`config.mk`:
```
export PLATFORM = sky130hd
export DESIGN_NAME = rast_perf_counters
export DESIGN_NICKNAME = d
export VERILOG_FILES = /design/src/rtl/rast_perf_counters.sv
export SDC_FILE = /design/constraint.sdc
export NUM_CORES = 1
export LEC_CHECK = 0
export CORE_MARGIN = 2
export CORE_UTILIZATION = 45
export CTS_BUF_LIST = sky130_fd_sc_hd__clkbuf_4 sky130_fd_sc_hd__clkbuf_8
export CTS_CLUSTER_DIAMETER = 30
export DETAILED_ROUTE_END_ITERATION = 10
export PLACE_DENSITY = 0.61
export SLEW_MARGIN = 10
export SYNTH_ARGS = -nofsm -noshare
export SYNTH_HDL_FRONTEND = slang
export SYNTH_SLANG_ARGS = --single-unit
```
`constraint.sdc`:
```
create_clock -name clk -period 12.7 [get_ports clk]
set_input_delay 1.27 -clock clk [delete_from_list [all_inputs] [get_ports clk]]
set_output_delay 1.27 -clock clk [all_outputs]
set_load 0.01 [all_outputs]
```
`src/rtl/rast_perf_counters.sv`:
```
// rtl/rast_perf_counters.sv - rasterizer performance-counter bank with windowed snapshots
// Live counters feed a snapshot bank; host reads snapshots through a registered mux.
module rast_perf_counters #(
    parameter int NUM_EVT  = 4,
    parameter int CNT_W    = 32,
    parameter int WIN_W    = 16,
    parameter int SAT_MODE = 1,
    parameter int AW       = $clog2(NUM_EVT + 1)
) (
    input  logic               clk,
    input  logic               rst,
    input  logic               en_RnnnnH,
    input  logic               clear_RnnnnH,
    input  logic               snap_RnnnnH,
    input  logic [WIN_W-1:0]   window_RnnnnU,
    input  logic [NUM_EVT-1:0] evt_RnnnnH,
    input  logic [AW-1:0]      rd_addr_RnnnnU,
    output logic [CNT_W-1:0]   rd_data_RnnnnU,
    output logic               snap_valid_RnnnnH,
    output logic [NUM_EVT:0]   ovf_RnnnnH
);

    localparam int NC = NUM_EVT + 1;
    localparam logic [CNT_W-1:0] ONES    = '1;
    localparam logic [WIN_W-1:0] WIN_ONE = WIN_W'(1);

    logic [CNT_W-1:0] live_q [NC];
    logic [CNT_W-1:0] live_d [NC];
    logic [CNT_W-1:0] snap_q [NC];
    logic [CNT_W-1:0] snap_d [NC];
    logic [CNT_W-1:0] nxt    [NC];
    logic [NC-1:0]    inc;
    logic [NC-1:0]    wrap_hit;
    logic [NC-1:0]    ovf_q, ovf_d;
    logic [WIN_W-1:0] wcnt_q, wcnt_d;
    logic [CNT_W-1:0] rd_data_q, rd_data_d;
    logic             snap_valid_q;
    logic             auto_snap;
    logic             capture;

    // Index 0 is the enabled-cycle counter; index i+1 tracks evt[i].
    assign inc = {evt_RnnnnH & {NUM_EVT{en_RnnnnH}}, en_RnnnnH};

    // Lowering the window below the running count fires on the next enabled cycle.
    assign auto_snap = en_RnnnnH && (window_RnnnnU != '0) &&
                       (wcnt_q >= (window_RnnnnU - WIN_ONE));
    assign capture   = snap_RnnnnH || auto_snap;

    always_comb begin
        wrap_hit = '0;
        for (int k = 0; k < NC; k++) begin
            nxt[k] = live_q[k];
            if (inc[k]) begin
                if (live_q[k] == ONES) begin
                    wrap_hit[k] = 1'b1;
                    nxt[k]      = (SAT_MODE != 0) ? ONES : '0;
                end else begin
                    nxt[k] = live_q[k] + 1'b1;
                end
            end
        end
    end

    // Snapshots take nxt so a snap-and-clear edge still records this cycle's events.
    always_comb begin
        for (int k = 0; k < NC; k++) begin
            live_d[k] = clear_RnnnnH ? '0 : nxt[k];
            snap_d[k] = capture ? nxt[k] : snap_q[k];
        end
        ovf_d = clear_RnnnnH ? '0 : (ovf_q | wrap_hit);
    end

    always_comb begin
        wcnt_d = wcnt_q;
        if (clear_RnnnnH) begin
            wcnt_d = '0;
        end else if (en_RnnnnH) begin
            if ((window_RnnnnU == '0) || auto_snap) begin
                wcnt_d = '0;
            end else begin
                wcnt_d = wcnt_q + WIN_ONE;
            end
        end
    end

    always_comb begin
        rd_data_d = '0;
        for (int k = 0; k < NC; k++) begin
            if (rd_addr_RnnnnU == AW'(k)) begin
                rd_data_d = snap_q[k];
            end
        end
    end

    always_ff @(posedge clk or posedge rst) begin
        if (rst) begin
            for (int k = 0; k < NC; k++) begin
                live_q[k] <= '0;
                snap_q[k] <= '0;
            end
            ovf_q        <= '0;
            wcnt_q       <= '0;
            rd_data_q    <= '0;
            snap_valid_q <= 1'b0;
        end else begin
            for (int k = 0; k < NC; k++) begin
                live_q[k] <= live_d[k];
                snap_q[k] <= snap_d[k];
            end
            ovf_q        <= ovf_d;
            wcnt_q       <= wcnt_d;
            rd_data_q    <= rd_data_d;
            snap_valid_q <= capture;
        end
    end

    assign rd_data_RnnnnU    = rd_data_q;
    assign snap_valid_RnnnnH = snap_valid_q;
    assign ovf_RnnnnH        = ovf_q;

endmodule

```
# --- Word-level counts from Yosys, hierarchy flattened ---
# Cells that the tools add are included.
op_classes:
  add_sub_neg: 7
  magnitude_cmp: 1
  eq_ne: 9
  muxes: 34
  bitwise_logic: 2
  reduce_logical: 8
op_table:
  columns: ["op", "count"]
  rows:
  - ["2-to-1 mux 32 bit", 20]
  - ["adder 32 x 1 -> 32 bit (second input constant)", 5]
  - ["equality test 32 bit (second input constant)", 5]
  - ["2-to-1 mux 16 bit", 3]
  - ["adder 16 x 1 -> 16 bit (second input constant)", 1]
  - ["greater-or-equal comparator 16 bit", 1]
  - ["zero test 16 bit", 1]
  - ["nonzero test 16 bit", 1]
  - ["subtractor 16 x 1 -> 16 bit (second input constant)", 1]
  - ["2-to-1 mux 1 bit", 10]
  - ["equality test 3 x 2 -> 1 bit (second input constant)", 2]
  - ["2-to-1 mux 5 bit", 1]
  - ["OR 5 bit", 1]
  - ["bitwise AND 4 bit", 1]
  - ["equality test 3 x 1 -> 1 bit (second input constant)", 1]
  - ["equality test 3 bit (second input constant)", 1]
  - ["zero test 3 bit", 1]
  - ["logical AND 1 bit", 2]
  - ["logical OR 1 bit", 2]
  - ["nonzero test 2 bit", 1]
totals:
  ff_bits: 374
  inputBits: 28
  output_inout_bits: 38
  wordCells: 75

# --- Longest topological paths before layout ---
logic_depth:
  depth_word: 7
  ltp_mapped: 15

# --- Worst setup path before layout ---
# OpenSTA, ideal clock, no wires.
synth_timing:
  path_type: "input -> register"
  from: "in window_RnnnnU[7]"
  to: "reg snap_q[130] in the netlist's numbering"
  setup_ns: 0.084
  arrival_time_ns: 4.394
  required_ns: 12.616
  slack_ns: 8.223
  path_stages: 14
  path_cell_list: "or4_4 -> or4_1 -> or2_2 -> xor2_1 -> ha_1 -> nand4_1 -> nor4_1 -> a31oi_1 -> o2bb2ai_4 -> inv_2 -> buf_2 -> buf_2 -> nor2_1 -> a31oi_1"
synth_between:
  elab_chain_cells: 4
  elab_cells_between_ends: 6
  cone_classes: "1 x add/sub; 1 x order compare; 4 x reduce/logical"
synth_rtl:
  columns: ["item", "line", "rtl"]
  rows:
  - ["start, declared", "15", "input logic [WIN_W-1:0] window_RnnnnU,"]
  - ["subtractor 16 x 1 -> 16 bit or nonzero test 16 bit (tied branches)", "46, 45", null]
  - ["greater-or-equal comparator 16 bit or logical AND 1 bit (tied branches)", "46, 45", null]
  - ["logical AND 1 bit *", "45", "assign auto_snap = en_RnnnnH && (window_RnnnnU != '0) &&"]
  - ["logical OR 1 bit *", "47", "assign capture = snap_RnnnnH || auto_snap;"]
  - ["end signal, assigned by index", "108", "snap_q[k] <= snap_d[k];"]
  - ["end, declared", "29", "logic [CNT_W-1:0] snap_q [NC];"]
# Mark *: on every way between the ends. The rest lies on a longest branch, timed or not.
# A chain may end at the register's enable or synchronous reset.

# --- Worst setup path in the final report ---
layout_timing:
  from: "in window_RnnnnU[7]"
  to: "reg snap_q[32] in the netlist's numbering"
# The elaborated chain is that of the path after synthesis.

==> flow_metrics.py <==
metrics = {
    "synthesis": {
        "async_flop_share_pct": 100,
        "yosysMostFrequentCell": "dfrtp_1",
        "ys_seq_area_share_pct": 52.6,
        "synth_flop_cell": "dfrtp_1",
        "synth_nets": 1928,
        "synth_seq_cells": 374,
        "ys_warn_count": 0,
        "synth.top_cells.by_count": "dfrtp_1, nor2_1, a21oi_1",
        "synth_top_area_cell": "dfrtp_1",
        "synth_area_sq_mm": 0.0178,
        "syn_inst": 1877,
        "synth-edff-count": 0,
        "ys_types": 60,
        "synth_top_area_share_pct": 52.6,
        "synth_area_leaders": "dfrtp_1, nor2_1, a21oi_1, nand2_1, xnor2_1",
        "syn_area_per_cell_sq_um": 9.48,
    },
    "grt": {
        "grt_usage_pct": 23.6,
        "antenna_found_initial": 0,
        "overflow": 0,
        "grt_start_max_net_pins": 157,
        "grt_pass1_wl_mm": 76.0,
        "grt_pass1_vias": 13800,
    },
    "sta": {
        "drv_slew": 0,
        "final.setup.worst_slack_ps": 6490,
        "max_freq_ghz": 0.161,
        "worstMarginPinSlew_ps": 1160,
        "setup_viol": 0,
        "fin_setup_tns_ps": 0,
        "worst_clock_skew_ps": 34.4,
        "rsz0062_at_grt": "false",
        "fin_crit_ps": 6210,
        "finalCritPeriodShare_pct": 48.9,
        "hold_viol_final": 0,
        "relSlewSlack_pct": 22.7,
    },
    "setup_path": {
        "cp_cell_sequence": "clkdlybuf4s50_1 > or4_4 > or4_1 > or2_2 > xor2_1 > ha_1 > nand4_1 > nor4_1 > a31oi_1 > o2bb2ai_4 > buf_4 > inv_8 > buf_4 > mux2_1",
        "crit_path_end_kind": "register",
        "arrival_ps": 6740,
        "worstReg2RegEnd": "snap_q[32]",
        "start_kind": "primary input",
        "crit_top_cell": "buf_4",
        "timing.rr.start": "wcnt_q[13]",
        "critical-path-slowest-cell": "buf_4",
        "path_class": "in2reg",
        "critPathMaxStageDelay_ps": 860,
        "reg2reg_depth": 9,
        "cp.buffers_inverters": 4,
        "worstPathMaxFanout": 156,
        "critPathRequiredTime_ps": 13230,
        "r2r_slack_ps": 8640,
        "cp_top_family": "buffers and inverters",
    },
    "cells_and_area": {
        "drive_above_1_share_pct": 10.1,
        "n_fill_cell": 3557,
        "regArea_sq_mm": 0.00936,
        "diodes": 0,
        "stdcell_count": 2525,
        "final_nets": 1993,
        "multiInputGateArea_sq_mm": 0.00784,
        "area_growth_syn_to_layout_pct": 16.8,
    },
    "hold_path": {
        "whs_path_depth": 2,
        "hp-class": "reg2reg",
        "min_to": "snap_q[90]",
        "holdCritStartpoint": "snap_q[90]",
    },
    "floorplanning": {
        "die-area_sq_mm": 0.0411,
        "core_area_sq_mm": 0.0388,
        "io_pins": 66,
        "initial_core_util_pct": 45.8,
        "fp.dieW_um": 203,
        "die_h_um": 203,
        "row_count": 72,
    },
    "clock_network": {
        "clk_latency_ps": 650,
        "cts_max_path_buffers": 3,
        "postCtsSetupRepairBufs": 0,
        "cts_tree": "yes",
        "cts-resized-gates": 0,
        "cts_hold_buf": 0,
        "cts.clk_slew.worst_paths_ps": 60,
        "cts_made_buffers": 84,
        "htreeDepth": 3,
        "cts_root_buf": "clkbuf_8",
        "clkSinkCount": 374,
    },
    "route": {
        "firstDrtPassIters": 6,
        "avgRoutedWirePerCell_um": 18.9,
        "via_count": 14200,
        "drt-initial-drc-count": 1141,
        "vias_per_cell": 5.63,
        "drcViolationCount": 0,
        "wl_mm": 47.6,
        "antenna_left": 0,
    },
    "power_and_ir_drop": {
        "p_int_mw": 2.31,
        "vdd_ir_drop_max_mv": 0.0688,
        "p_comb_share_pct": 7.3,
        "p_clk_share_pct": 50.6,
        "p_sw_share_pct": 24.6,
        "switching_power_mw": 0.756,
        "seqPwrFrac_pct": 42.2,
        "p_leak_nw": 8.88,
        "powerDensity_mw_per_mm2": 148,
    },
    "place": {
        "dp_slack_ps": 5840,
        "hpwl_mm": 32.6,
        "routabilityCongestion": 0.875,
        "placed_cells": 2374,
        "numPortBuffers": 65,
    },
    "run": {
        "drv_cap": 0,
    },
    "outcome": {
        "status": "finished clean",
    },
}
## worst max path at each step
stage                startpoint          to  slack (ps)  depth (start not counted)
5_1_grt        window_RnnnnU[7]  snap_q[32]        6160                         14
3_5_place_dp   window_RnnnnU[7]  snap_q[32]        5840                         14
3_3_place_gp   window_RnnnnU[7]  snap_q[32]        5920                         14
2_1_floorplan               rst   live_q[0]        1040                          1
4_1_cts        window_RnnnnU[7]  snap_q[32]        6530                         14
6_report       window_RnnnnU[7]  snap_q[32]        6490                         14
## cell type report
cell class	instances	area share (%)
Multi-Input combinational cell	1363	37.7
Inverter	32	0.650
Tap cell	518	3.12
Timing Repair Buffer	87	3.91
Clock inverter	38	2.35
Clock buffer	113	7.18
Sequential cell	374	45.0
## stage by stage
step                cell area (sq um)  power (mW)  hold slack [ps]  utilization [%]
finish                          20800        3.07              480             53.5
global placement                18800        1.53              463             48.4
global route                    20800        3.19              506             53.5
detailed placement              18800        1.54              470             48.4
CTS                             20800        3.10              483             53.5
floorplan                       17800        1.45              438                -
## kinds of logic (layout without fill, tap and decap cells)
family / Yosys count / after routing / synth area share (%)
buffers and inverters: 140 / 270 / 3.31
flip-flops: 374 / 374 / 52.6
AND/OR/NAND/NOR: 767 / 767 / 19.7
adder cells (fa/ha/maj): 23 / 23 / 1.62
AO/OA/AOI/OAI: 396 / 396 / 13.1
multiplexers: 52 / 52 / 3.52
XOR/XNOR: 125 / 125 / 6.15
## power groups by stage
| stage | registers (mW) | clock network, mW | logic (mW) |
|---|---|---|---|
| final | 1.29 | 1.55 | 0.223 |
| after detailed placement | 1.31 | 0 | 0.225 |
| after floorplan | 1.30 | 0 | 0.143 |
| after CTS | 1.29 | 1.58 | 0.225 |
| after global routing | 1.30 | 1.64 | 0.249 |
| after global placement | 1.31 | 0 | 0.220 |
## placed cells by master (no fill, tap or decap), drive strengths merged, types with 53 or more instances in the layout
cell type and instances:
a21oi 174, a31oi 77, clkbuf 113, clkdlybuf4s50 63
dfrtp 374, nand2 151, nand3 68, nand4 57
nor2 344, o21ai 53, xnor2 64, xor2 61
## worst reg2reg max path, cell delays in order, from the launching register on
cell and delay, ps:
dfrtp_1 450, ha_1 330, nand4_1 180, nor4_1 320, a31oi_1 230, o2bb2ai_4 190
buf_4 310, inv_8 620, buf_4 890, mux2_1 440
## registers in the layout, summed over array words and instances, names as in the netlist
name               cells
ovf_RnnnnH             5
rd_data_RnnnnU        32
live_q               160
wcnt_q                16
snap_valid_RnnnnH      1
snap_q               160
## layer usage
| metal | GRT usage [%] | vias up | share of wire (%) |
|---|---|---|---|
| met5 | 0 | - | 0 |
| met4 | 7.77 | 0 | 2.5 |
| met3 | 4.70 | 86 | 5.1 |
| met2 | 37.4 | 346 | 47 |
| met1 | 32.5 | 7023 | 45 |
| li1 | - | 6750 | - |
No activity file was read; power rests on OpenSTA's default activity.
